File: src/rtl/enigma_pkg.sv
// Shared Enigma constants: alphabet geometry, standard rotor wirings and notches.
package enigma_pkg;

    localparam int ALPHA_STD      = 26;
    localparam int LW_STD         = 5;
    localparam int LETTER_INVALID = 0;

    localparam string ROTOR_I   = "EKMFLGDQVZNTOWYHXUSPAIBRCJ";
    localparam string ROTOR_II  = "AJDKSIRUXBLHWTMCQGZNPYFVOE";
    localparam string ROTOR_III = "BDFHJLCPRTXVZNYEIWGAKMUSQO";
    localparam string ROTOR_IV  = "ESOVPZJAYQUIRHXLNFTGKDCMWB";
    localparam string ROTOR_V   = "VZBRGITYUPSDNHLXAWMJQOFECK";

    // 0-based notch positions (Q, E, V, J, Z)
    localparam int NOTCH_I   = 16;
    localparam int NOTCH_II  = 4;
    localparam int NOTCH_III = 21;
    localparam int NOTCH_IV  = 9;
    localparam int NOTCH_V   = 25;

    function automatic logic letter_ok(input int l, input int alpha);
        return (l >= 1) && (l <= alpha);
    endfunction

endpackage

File: src/rtl/rotor_mod_add.sv
// Combinational (a +/- b) mod ALPHA on 0-based operands, one correction step.
module rotor_mod_add #(
    parameter int ALPHA = 26,
    parameter int LW    = 5
) (
    input  logic [LW-1:0] a,
    input  logic [LW-1:0] b,
    input  logic          sub,
    output logic [LW-1:0] y
);

    localparam logic [LW:0] AL = (LW+1)'(ALPHA);

    logic [LW:0] ax;
    logic [LW:0] bx;
    logic [LW:0] raw;
    logic [LW:0] fix;

    always_comb begin
        ax  = {1'b0, a};
        bx  = {1'b0, b};
        raw = '0;
        fix = '0;
        y   = '0;
        if (sub) begin
            raw = ax - bx;
            fix = raw + AL;
            y   = (ax < bx) ? fix[LW-1:0] : raw[LW-1:0];
        end else begin
            raw = ax + bx;
            fix = raw - AL;
            y   = (raw >= AL) ? fix[LW-1:0] : raw[LW-1:0];
        end
    end

endmodule

File: src/rtl/enigma_rotor_stage.sv
// One clocked Enigma rotor: loadable wiring with auto-built inverse,
// position/ring/notch stepping and a 1-cycle registered encode path.
module enigma_rotor_stage
    import enigma_pkg::*;
#(
    parameter int ALPHA = ALPHA_STD,
    parameter int LW    = LW_STD,
    parameter int NOTCH = NOTCH_III
) (
    input  logic          clk,
    input  logic          rst_n,
    input  logic          cfg_we,
    input  logic [LW-1:0] cfg_addr,
    input  logic [LW-1:0] cfg_data,
    input  logic          set_we,
    input  logic [LW-1:0] set_pos,
    input  logic [LW-1:0] set_ring,
    input  logic          step_in,
    output logic          carry_out,
    input  logic          in_valid,
    output logic          in_ready,
    input  logic [LW-1:0] in_letter,
    input  logic          in_dir,
    output logic          out_valid,
    input  logic          out_ready,
    output logic [LW-1:0] out_letter,
    output logic [LW-1:0] pos,
    output logic          err
);

    localparam int          DEPTH   = 2**LW;
    localparam logic [LW-1:0] AL    = LW'(ALPHA);
    localparam logic [LW-1:0] NOTCH_L = LW'(NOTCH);
    localparam logic [LW-1:0] ONE   = LW'(1);

    logic [LW-1:0] fwd [DEPTH];
    logic [LW-1:0] inv [DEPTH];
    logic [LW-1:0] ring;

    logic          in_ok;
    logic          cfg_ok;
    logic          accept;
    logic [LW-1:0] shift;
    logic [LW-1:0] in0;
    logic [LW-1:0] e0;
    logic [LW-1:0] e;
    logic [LW-1:0] t;
    logic [LW-1:0] t0;
    logic [LW-1:0] x0;
    logic [LW-1:0] result;
    logic [LW-1:0] pos_inc;
    logic [LW-1:0] pos_set;
    logic [LW-1:0] ring_set;

    assign in_ok  = letter_ok(int'(in_letter), ALPHA);
    assign cfg_ok = letter_ok(int'(cfg_addr), ALPHA)
                 && letter_ok(int'(cfg_data), ALPHA);

    assign in_ready = !cfg_we && !set_we && (!out_valid || out_ready);
    assign accept   = in_valid && in_ready;

    // Invalid letters are forced to 0 so the adders stay in range.
    assign in0 = in_ok ? in_letter - ONE : '0;

    rotor_mod_add #(.ALPHA(ALPHA), .LW(LW)) u_shift (
        .a   (pos),
        .b   (ring),
        .sub (1'b1),
        .y   (shift)
    );

    rotor_mod_add #(.ALPHA(ALPHA), .LW(LW)) u_entry (
        .a   (in0),
        .b   (shift),
        .sub (1'b0),
        .y   (e0)
    );

    assign e = e0 + ONE;
    assign t = in_dir ? inv[e] : fwd[e];

    // Table entries are always 1..ALPHA; guard keeps the exit adder bounded.
    assign t0 = (t != '0 && t <= AL) ? t - ONE : '0;

    rotor_mod_add #(.ALPHA(ALPHA), .LW(LW)) u_exit (
        .a   (t0),
        .b   (shift),
        .sub (1'b1),
        .y   (x0)
    );

    assign result = in_ok ? x0 + ONE : LW'(LETTER_INVALID);

    rotor_mod_add #(.ALPHA(ALPHA), .LW(LW)) u_step (
        .a   (pos),
        .b   (ONE),
        .sub (1'b0),
        .y   (pos_inc)
    );

    assign pos_set  = (set_pos  >= AL) ? set_pos  - AL : set_pos;
    assign ring_set = (set_ring >= AL) ? set_ring - AL : set_ring;

    always_ff @(posedge clk or negedge rst_n) begin
        if (!rst_n) begin
            for (int i = 0; i < DEPTH; i++) begin
                fwd[i] <= LW'(i);
                inv[i] <= LW'(i);
            end
        end else if (cfg_we && cfg_ok) begin
            fwd[cfg_addr] <= cfg_data;
            inv[cfg_data] <= cfg_addr;
        end
    end

    always_ff @(posedge clk or negedge rst_n) begin
        if (!rst_n) begin
            pos       <= '0;
            ring      <= '0;
            carry_out <= 1'b0;
        end else if (set_we) begin
            pos       <= pos_set;
            ring      <= ring_set;
            carry_out <= 1'b0;
        end else if (step_in) begin
            pos       <= pos_inc;
            carry_out <= (pos == NOTCH_L);
        end else begin
            carry_out <= 1'b0;
        end
    end

    always_ff @(posedge clk or negedge rst_n) begin
        if (!rst_n) begin
            out_valid  <= 1'b0;
            out_letter <= '0;
        end else if (accept) begin
            out_valid  <= 1'b1;
            out_letter <= result;
        end else if (out_ready) begin
            out_valid  <= 1'b0;
        end
    end

    always_ff @(posedge clk or negedge rst_n) begin
        if (!rst_n) begin
            err <= 1'b0;
        end else if ((cfg_we && !cfg_ok) || (accept && !in_ok)) begin
            err <= 1'b1;
        end
    end

endmodule

File: config.mk
export PLATFORM = sky130hd
export DESIGN_NAME = enigma_rotor_stage
export DESIGN_NICKNAME = d
export VERILOG_FILES = /design/src/rtl/enigma_pkg.sv /design/src/rtl/rotor_mod_add.sv /design/src/rtl/enigma_rotor_stage.sv
export SDC_FILE = /design/constraint.sdc
export NUM_CORES = 1
export LEC_CHECK = 0
export ABC_CLOCK_PERIOD_IN_PS = 20600
export CORE_ASPECT_RATIO = 0.75
export CORE_MARGIN = 8
export CORE_UTILIZATION = 40
export DETAILED_ROUTE_END_ITERATION = 10
export PLACE_DENSITY_LB_ADDON = 0.1
export SLEW_MARGIN = 25
export SYNTH_ARGS = -nofsm -noshare
export SYNTH_HDL_FRONTEND = slang
export SYNTH_SLANG_ARGS = --single-unit
export TNS_END_PERCENT = 50
File: constraint.sdc
create_clock -name clk -period 20.6 [get_ports clk]
set_input_delay 4.12 -clock clk [delete_from_list [all_inputs] [get_ports clk]]
set_output_delay 4.12 -clock clk [all_outputs]
set_load 0.02 [all_outputs]
# After elaboration in Yosys (flattened, before gate mapping)
# Index checks and enable logic that the tools add are counted.
[totals]
inputBits = 33
latchBits = 0
rom_bits = 0
ff_bits = 338
memories = 0
ram_bits = 0
[classes]
div = 0
mux = 28
n_reduce_logical = 23
shifts = 0
n_eq_ne = 1
n_lt_le_gt_ge = 18
bitwise_logic = 3
n_addsub = 14
mul = 0
[op_table]
columns = ["op", "count"]
rows = [
  ["bitwise mux 160 bit", 2],
  ["2-to-1 mux 5 bit", 18],
  ["binary-select mux 5 bit (select 5 bit)", 2],
  ["demux 5 bit (select 5 bit)", 2],
  ["<= comparator 5 bit, second input constant", 4],
  ["subtractor 5 bit, second input constant", 4],
  ["greater-or-equal comparator 6 bit, second input constant", 3],
  ["NOT 5 -> 6 bit", 3],
  ["greater-or-equal comparator 5 x 1 -> 1 bit, second input constant", 3],
  ["logical AND 1 bit", 13],
  ["greater-or-equal comparator 6 x 5 -> 1 bit, second input constant", 2],
  ["less-than comparator 6 x 1 -> 1 bit, second input constant", 2],
  ["adder 5 x 1 -> 5 bit, second input constant", 2],
  ["adder 5 bit, second input constant", 2],
  ["greater-or-equal comparator 5 bit, second input constant", 2],
  ["less-than comparator 5 bit", 2],
  ["subtractor 5 x 1 -> 5 bit, second input constant", 2],
  ["subtractor 5 bit", 2],
  ["adder 5 x 1 -> 6 bit, second input constant", 1],
  ["adder 5 x 5 -> 6 bit", 1],
  ["equality test 5 bit, second input constant", 1],
  ["logical NOT 1 bit", 5],
  ["nonzero test 5 bit", 1],
  ["2-to-1 mux 1 bit", 4],
  ["other kinds (2)", 4],
]

# Depth between registers and ports, before layout
# Gate-level depths: netlist (run 1).
[logic_depth]
word_depth = 20
depth_mapped = 42
ltp_nobuf = 38

# Modules after synthesis
# From an unflattened synthesis (run 1), not the netlist that was laid out.
[hier_totals]
cells_unflattened = 1414
hier_area_um2 = 18415.2
[by_module_without_submodules]
columns = ["mod", "area_per_inst_um2", "instances", "cells_per_inst", "seq_area_each_um2"]
rows = [
  ["enigma_rotor_stage", 15697.6, 1, 1054, 8658.3],
  ["rotor_mod_add", 679.4, 4, 90, 0.0],
]

# Worst setup path after synthesis (run 1)
# No wires, ideal clock.
[synth_path]
path_type = "input to register"
start = "input port in_letter[2]"
end = "register out_letter[4]"
cell_stages = 35
path_buffers = 4
setup_slack_ns = 8.767
setup_time_ns = 0.121
arrival_ns = 11.712
path_cell_list = "or3_1 -> nor4_1 -> a31o_2 -> nor2_1 -> ha_1 -> fa_1 -> xor2_1 -> nor2_1 -> or3_1 -> o21ai_0 -> xnor2_1 -> ha_1 -> clkbuf_1 -> buf_1 -> clkbuf_1 -> clkbuf_1 -> mux4_2 -> mux2i_1 -> nand2_1 -> a32o_1 -> nor2_1 -> ha_1 -> nand2_1 -> or3_1 -> and3_1 -> ha_1 -> a21o_1 -> a21o_1 -> a21o_1 -> a21o_1 -> xnor2_1 -> ha_1 -> nand2_1 -> xnor2_1 -> a22o_1"
[synth_via]
elab_chain_len = 20
elab_cells_between_ends = 29
cone_classes = "add/sub (8); order compare (5); mux (12); bitwise (1); reduce/logical (3)"
[synth_rtl]
columns = ["item", "line_no", "rtl"]
rows = [
  ["start: declaration", "enigma_rotor_stage.sv:22", "input logic [LW-1:0] in_letter,"],
  ["greater-or-equal comparator 5 x 1 -> 1 bit or <= comparator 5 bit (tied branches)", "enigma_pkg.sv:22", "return (l >= 1) && (l <= alpha);"],
  ["logical AND 1 bit", "enigma_pkg.sv:22", ""],
  ["2-to-1 mux 5 bit", "enigma_rotor_stage.sv:63", "assign in0 = in_ok ? in_letter - ONE : '0;"],
  ["adder 5 x 5 -> 6 bit", "rotor_mod_add.sv:30", "raw = ax + bx;"],
  ["subtractor 5 bit or greater-or-equal comparator 6 x 5 -> 1 bit (tied branches)", "rotor_mod_add.sv:31, rotor_mod_add.sv:32", ""],
  ["2-to-1 mux 5 bit", "rotor_mod_add.sv:32", "y = (raw >= AL) ? fix[LW-1:0] : raw[LW-1:0];"],
  ["adder 5 x 1 -> 5 bit", "enigma_rotor_stage.sv:79", "assign e = e0 + ONE;"],
  ["NOT 5 -> 6 bit (not written as such)", "enigma_rotor_stage.sv:80", "assign t = in_dir ? inv[e] : fwd[e];"],
  ["(+4 left out)", "-", ""],
  ["<= comparator 5 bit or nonzero test 5 bit (tied branches)", "enigma_rotor_stage.sv:83", "assign t0 = (t != '0 && t <= AL) ? t - ONE : '0;"],
  ["logical AND 1 bit", "enigma_rotor_stage.sv:83", ""],
  ["2-to-1 mux 5 bit", "enigma_rotor_stage.sv:83", ""],
  ["subtractor 5 bit", "rotor_mod_add.sv:26", "raw = ax - bx;"],
  ["adder 5 bit", "rotor_mod_add.sv:27", "fix = raw + AL;"],
  ["2-to-1 mux 5 bit", "rotor_mod_add.sv:28", "y = (ax < bx) ? fix[LW-1:0] : raw[LW-1:0];"],
  ["adder 5 x 1 -> 5 bit", "enigma_rotor_stage.sv:92", "assign result = in_ok ? x0 + ONE : LW'(LETTER_INVALID);"],
  ["2-to-1 mux 5 bit (*)", "enigma_rotor_stage.sv:92", ""],
  ["end signal: assignment", "enigma_rotor_stage.sv:139", "out_letter <= result;"],
  ["end: declaration", "enigma_rotor_stage.sv:26", "output logic [LW-1:0] out_letter,"],
]
# Every way passes the cells marked *; elsewhere a longest branch is shown, timed or not. The select of a mux whose other input is x is not followed.
# A chain may end at the register's enable or synchronous reset.

# Worst setup path after layout (run 1)
# Ends and elaborated chain as after synthesis.

==> results of run 1 <==
==> path summary, 6_finish.rpt <==
check                                   from             to  slack, ns  cells past startpoint
worst max register to register        pos[0]  out_letter[4]      11.05                     34
worst min register to register        inv[3]         inv[3]       0.36                      0
min in group asynchronous              rst_n        fwd[55]       3.44                      1
worst max-delay path            in_letter[2]  out_letter[4]       7.86                     33
worst min-delay path                  inv[3]         inv[3]       0.36                      0
max in group asynchronous              rst_n        inv[45]      15.61                      3
==> cells by family after synthesis <==
group                    synth area share, %
XOR/XNOR                                1.97
buffers and inverters                   3.80
flip-flops                              50.8
AO/OA/AOI/OAI                           4.71
AND/OR/NAND/NOR                         5.59
adder cells (fa/ha/maj)                 2.63
multiplexers                            30.5
==> sequential cells by signal (all words and copies together), names as in the netlist <==
name and flops:
pos 5, ring 5, carry_out 1, out_valid 1
inv 160, fwd 160, err 1, out_letter 5
==> cell usage after synthesis, types with 15 or more instances <==
cell type / n / area, sq um
o21ai_0: 20 / 100
dfstp_2: 160 / 4200
mux4_2: 80 / 1800
dfrtp_1: 178 / 4450
ha_1: 31 / 388
xnor2_1: 17 / 149
mux2i_1: 28 / 280
nor2_1: 27 / 101
nor3b_1: 15 / 113
mux2_2: 276 / 3110
nand2_1: 72 / 270
inv_1: 39 / 146
xor2_1: 15 / 131
clkbuf_1: 116 / 435
==> final cells by class <==
class,instances,area [sq um],share of cell area (%)
clock buffer,56,1100,5.74
clock inverter,11,103,0.536
inverter,39,146,0.765
multi-input combinational,744,7760,40.6
sequential,338,8660,45.3
tap,569,712,3.72
timing repair buffer,66,648,3.39
==> layer usage <==
| layer | wire length (um) | vias to the layer above | GRT usage [%] |
|---|---|---|---|
| met4 | 547 | 0 | 3.26 |
| met5 | 0 | - | 0 |
| met1 | 20000 | 5189 | 24.8 |
| li1 | - | 4482 | - |
| met3 | 1530 | 37 | 2.61 |
| met2 | 16600 | 150 | 23.1 |
==> critical path, delay by kind of cell <==
kind                       cells  cell delay, ns
muxes                          1            0.42
xor gates and xnor gates       4            0.71
buffers and inverters          2            1.23
adders and majority gates      6            1.97
and+or+nand+nor               11            2.68
AOI/OAI and AO/OA              9            1.97
==> through the flow <==
stage	instance area [sq um]	utilization (%)	hold slack, ns	cells	setup WS (ns)
final	19100	45.5	0.363	1823	7.86
after floorplan	17000	-	0.424	1249	8.77
after global routing	19100	45.5	0.369	1823	7.31
after detailed placement	17900	42.6	0.357	1755	7.32
after CTS	19100	45.4	0.365	1822	7.88
after global placement	17900	42.6	0.356	1755	7.53
==> placed cells by master, fill, tap and decap left out, types with 5 or more instances in the layout <==
cell type,count
a21o_1,11
a21oi_1,12
and3_1,6
buf_4,18
clkbuf_1,10
clkbuf_16,38
clkbuf_8,8
clkdlybuf4s50_1,45
clkinv_2,5
dfrtp_1,178
dfstp_2,160
ha_1,29
inv_1,39
mux2_2,276
mux2i_1,27
mux4_2,80
nand2_1,72
nand3_1,11
nand3b_1,9
nor2_1,27
nor2b_1,8
nor3_1,9
nor3b_1,15
o2111a_1,6
o2111ai_1,6
o211ai_1,7
o21ai_0,20
o221ai_1,5
or3_1,6
xnor2_1,17
xor2_1,15
==> impl_metrics.json, run 1 <==
{
  "crit_path_frequent_cell": "a21o_1",
  "cp_slowest_stage_delay_ns": 0.75,
  "synth_nets": 1316,
  "crit_fanout": 49,
  "drive_above_1_share_pct": 48.6,
  "cts-resized-gates": 0,
  "slew_violations": 0,
  "gp_congestion": 0.770,
  "fin_crit_ns": 12.74,
  "finalSetupViolations": 0,
  "dieHeight_um": 195,
  "coreArea_sq_mm": 0.0420,
  "seq_area_frac_synth_pct": 50.8,
  "wl_per_cell_um": 21.2,
  "cts_inserted_buffers": 37,
  "port_buffers": 46,
  "root_buffer": "clkbuf_16",
  "rsz0062_at_grt": "false",
  "final_nets": 1293,
  "die_w_um": 254,
  "synth_edf_count": 0,
  "drc": 0,
  "synthesis.area_sq_mm": 0.0170,
  "cp-end-kind": "register",
  "synth_warnings": 0,
  "grt_antenna_before_repair": 0,
  "ys.flop_type": "dfrtp_1",
  "drtAntennaViolNets": 0,
  "status": "finished, final reports clean",
  "min_path_type": "reg2reg",
  "drt-initial-drc-count": 593,
  "skew_ns": 0.0251,
  "critPathSlowestCell": "buf_4",
  "start_util_pct": 40.5,
  "cts_setup_buffers": 0,
  "critPathArrivalTime_ns": 13.14,
  "tightest_slew_ns": 1.10,
  "grt_usage_pct": 15.9,
  "first_pass_iters": 6,
  "relSlewSlack_pct": 26.7,
  "grt_pass1_wl_um": 62400,
  "h-tree-depth": 2,
  "cts_num_sinks": 338,
  "clk_pin_slew_worst_paths_ns": 0.06,
  "grt_pass1_vias": 10453,
  "async_flop_share_pct": 100,
  "hold_viol_final": 0,
  "ios": 47,
  "start_kind": "input port",
  "via_per_inst": 5.41,
  "gr-total-overflow": 0,
  "ys_ff_latch": 338,
  "cts_tree": "done",
  "n_fill_cell": 3801,
  "finalSetupTns_ns": 0,
  "avgSynthCellArea_sq_um": 13.6,
  "crit_type": "in2reg",
  "insertion_delay_ns": 0.54,
  "ctsLongestPathBuffers": 3,
  "hpwl_um": 24500,
  "clock.fmax_ghz": 0.0785,
  "wl_um": 38700,
  "finalCritPeriodShare_pct": 61.8,
  "vias": 9858,
  "postSynthCellCount": 1249,
  "n_antenna_cell": 0,
  "dieArea_sq_mm": 0.0495,
  "rows": 65,
  "areaGrowthSynthToFinish_pct": 12.3,
  "grt_max_degree": 155,
  "required_ns": 21.01,
  "ys_types": 67,
  "hold_buffers": 0,
  "maxCapViolations": 0
}
Power of run 1 is not shown: default switching activity piles up to over one toggle a cycle in this logic, so the estimate is an artifact.
==> inputs of run 2 (changes only) <==
--- a/config.mk
+++ b/config.mk
@@ -5,7 +5,7 @@
 export SDC_FILE = /design/constraint.sdc
 export NUM_CORES = 1
 export LEC_CHECK = 0
-export ABC_CLOCK_PERIOD_IN_PS = 20600
+export ABC_CLOCK_PERIOD_IN_PS = 12400
 export CORE_ASPECT_RATIO = 0.75
 export CORE_MARGIN = 8
 export CORE_UTILIZATION = 40
==> constraint.sdc (replaced) <==
create_clock -name clk -period 12.4 [get_ports clk]
set_input_delay 2.48 -clock clk [delete_from_list [all_inputs] [get_ports clk]]
set_output_delay 2.48 -clock clk [all_outputs]
set_load 0.02 [all_outputs]
==> run 2 against run 1 <==
Sequential cell count is the same; highest routed layer unchanged; hold slack about the same; setup slack got worse by 6.1 ns; sequential share of layout area fell by 0.24 points; global-route usage up 0.29 points; cell count rose by 0.27%; routed wire length rose by 1.8%; die area unchanged; non-clock buffer count rose by 3; via count decreased by 0.22%.
==> impl_metrics.json, run 2 (synthesis results as in run 1) <==
{
  "status": "finished, final reports clean",
  "ios": 47,
  "wl_met1_um": 20300,
  "met2_length_um": 16800,
  "crit_fanout": 18,
  "critPathArrivalTime_ns": 11.00,
  "rsz0062_at_grt": "false",
  "clock.fmax_ghz": 0.0945,
  "grt_pass1_vias": 10554,
  "cts_inserted_buffers": 38,
  "coreArea_sq_mm": 0.0420,
  "finalSetupViolations": 0,
  "rows": 65,
  "critPathSlowestCell": "a211oi_4",
  "final_nets": 1297,
  "wl_um": 39400,
  "start_kind": "input port",
  "crit_type": "in2reg",
  "met3WireLength_um": 1420,
  "mostFrequentLayoutCells": "mux2_2 (276), dfrtp_1 (178), dfstp_2 (160)",
  "insertion_delay_ns": 0.53,
  "fin_crit_ns": 10.59,
  "top_regs": "fwd x160, inv x160",
  "areaGrowthSynthToFinish_pct": 12.9,
  "h-tree-depth": 2,
  "cts_setup_buffers": 0,
  "skew_ns": 0.0132,
  "dieHeight_um": 195,
  "start_util_pct": 40.5,
  "timing.hold.ws_ns": 0.363,
  "drive_above_1_share_pct": 48.9,
  "grt_usage_pct": 16.2,
  "crit_start": "in_letter[2]",
  "reg2reg_from": "pos[1]",
  "seq_area_sq_mm": 0.00866,
  "gr-total-overflow": 0,
  "n_antenna_cell": 0,
  "required_ns": 12.81,
  "grt_antenna_before_repair": 0,
  "hpwl_um": 25600,
  "final_common_cell": "mux2_2",
  "gp_congestion": 0.797,
  "via_per_inst": 5.38,
  "cp_slowest_stage_delay_ns": 0.74,
  "first_pass_iters": 4,
  "cts-resized-gates": 0,
  "relSlewSlack_pct": 33.7,
  "maxCapViolations": 0,
  "drtAntennaViolNets": 0,
  "cts_tree": "done",
  "grt_pass1_wl_um": 63600,
  "root_buffer": "clkbuf_16",
  "die_w_um": 254,
  "dieArea_sq_mm": 0.0495,
  "finalSetupTns_ns": 0,
  "clk_pin_slew_worst_paths_ns": 0.06,
  "multi_input_area_sq_mm": 0.00776,
  "port_buffers": 46,
  "hold_buffers": 0,
  "drt-initial-drc-count": 529,
  "cp-end-kind": "register",
  "slew_violations": 0,
  "finalCritPeriodShare_pct": 85.4,
  "ctsLongestPathBuffers": 3,
  "wl_per_cell_um": 21.6,
  "tightest_slew_ns": 0.987,
  "top_layer_used": "met4",
  "min_path_type": "reg2reg",
  "hold_viol_final": 0,
  "cts_num_sinks": 338,
  "grt_max_degree": 79,
  "hp-start": "inv[20]",
  "n_fill_cell": 3727,
  "drc": 0,
  "vias": 9836
}
## run 2: critical path: cells and delay by family
kind,cells,cell delay [ns]
buffers and inverters,3,0.95
multiplexers,1,0.34
AND/OR/NAND/NOR,8,2.01
XOR/XNOR,4,1.18
AO/OA/AOI/OAI,10,2.33
adder cells (fa/ha/maj),6,1.70
## run 2: metal layers
| layer | GRT usage, % | vias up |
|---|---|---|
| met2 | 23.3 | 142 |
| met1 | 25.0 | 5124 |
| met4 | 4.36 | 0 |
| met3 | 2.72 | 65 |
| li1 | - | 4505 |
| met5 | 0 | - |
## run 2: final cells by class
| class | count | area share (%) |
|---|---|---|
| Inverter | 39 | 0.761 |
| Sequential cell | 338 | 45.0 |
| Timing Repair Buffer | 69 | 3.40 |
| Clock inverter | 7 | 0.494 |
| Tap cell | 569 | 3.70 |
| Multi-Input combinational cell | 744 | 40.4 |
| Clock buffer | 62 | 6.25 |
## run 2: path summary, 6_finish.rpt
check	endpoint	slack (ns)	cells past startpoint
worst max-delay path	out_letter[4]	1.81	32
worst min-delay path	inv[20]	0.36	0
worst max register to register	out_letter[4]	3.47	32
worst min register to register	inv[20]	0.36	0
max in group asynchronous	inv[63]	8.37	3
min in group asynchronous	fwd[135]	1.94	1
## run 2: metrics by stage
step                area (sq um)  std cells  setup slack (ns)  util [%]
finish                     19200       1828              1.81      45.7
global route               19200       1828              1.21      45.7
CTS                        19200       1828              1.87      45.7
detailed placement         17900       1759              1.37      42.6
global placement           17900       1758              1.49      42.6
floorplan                  17000       1249              2.21         -
Power of run 2 is left out for the same reason.
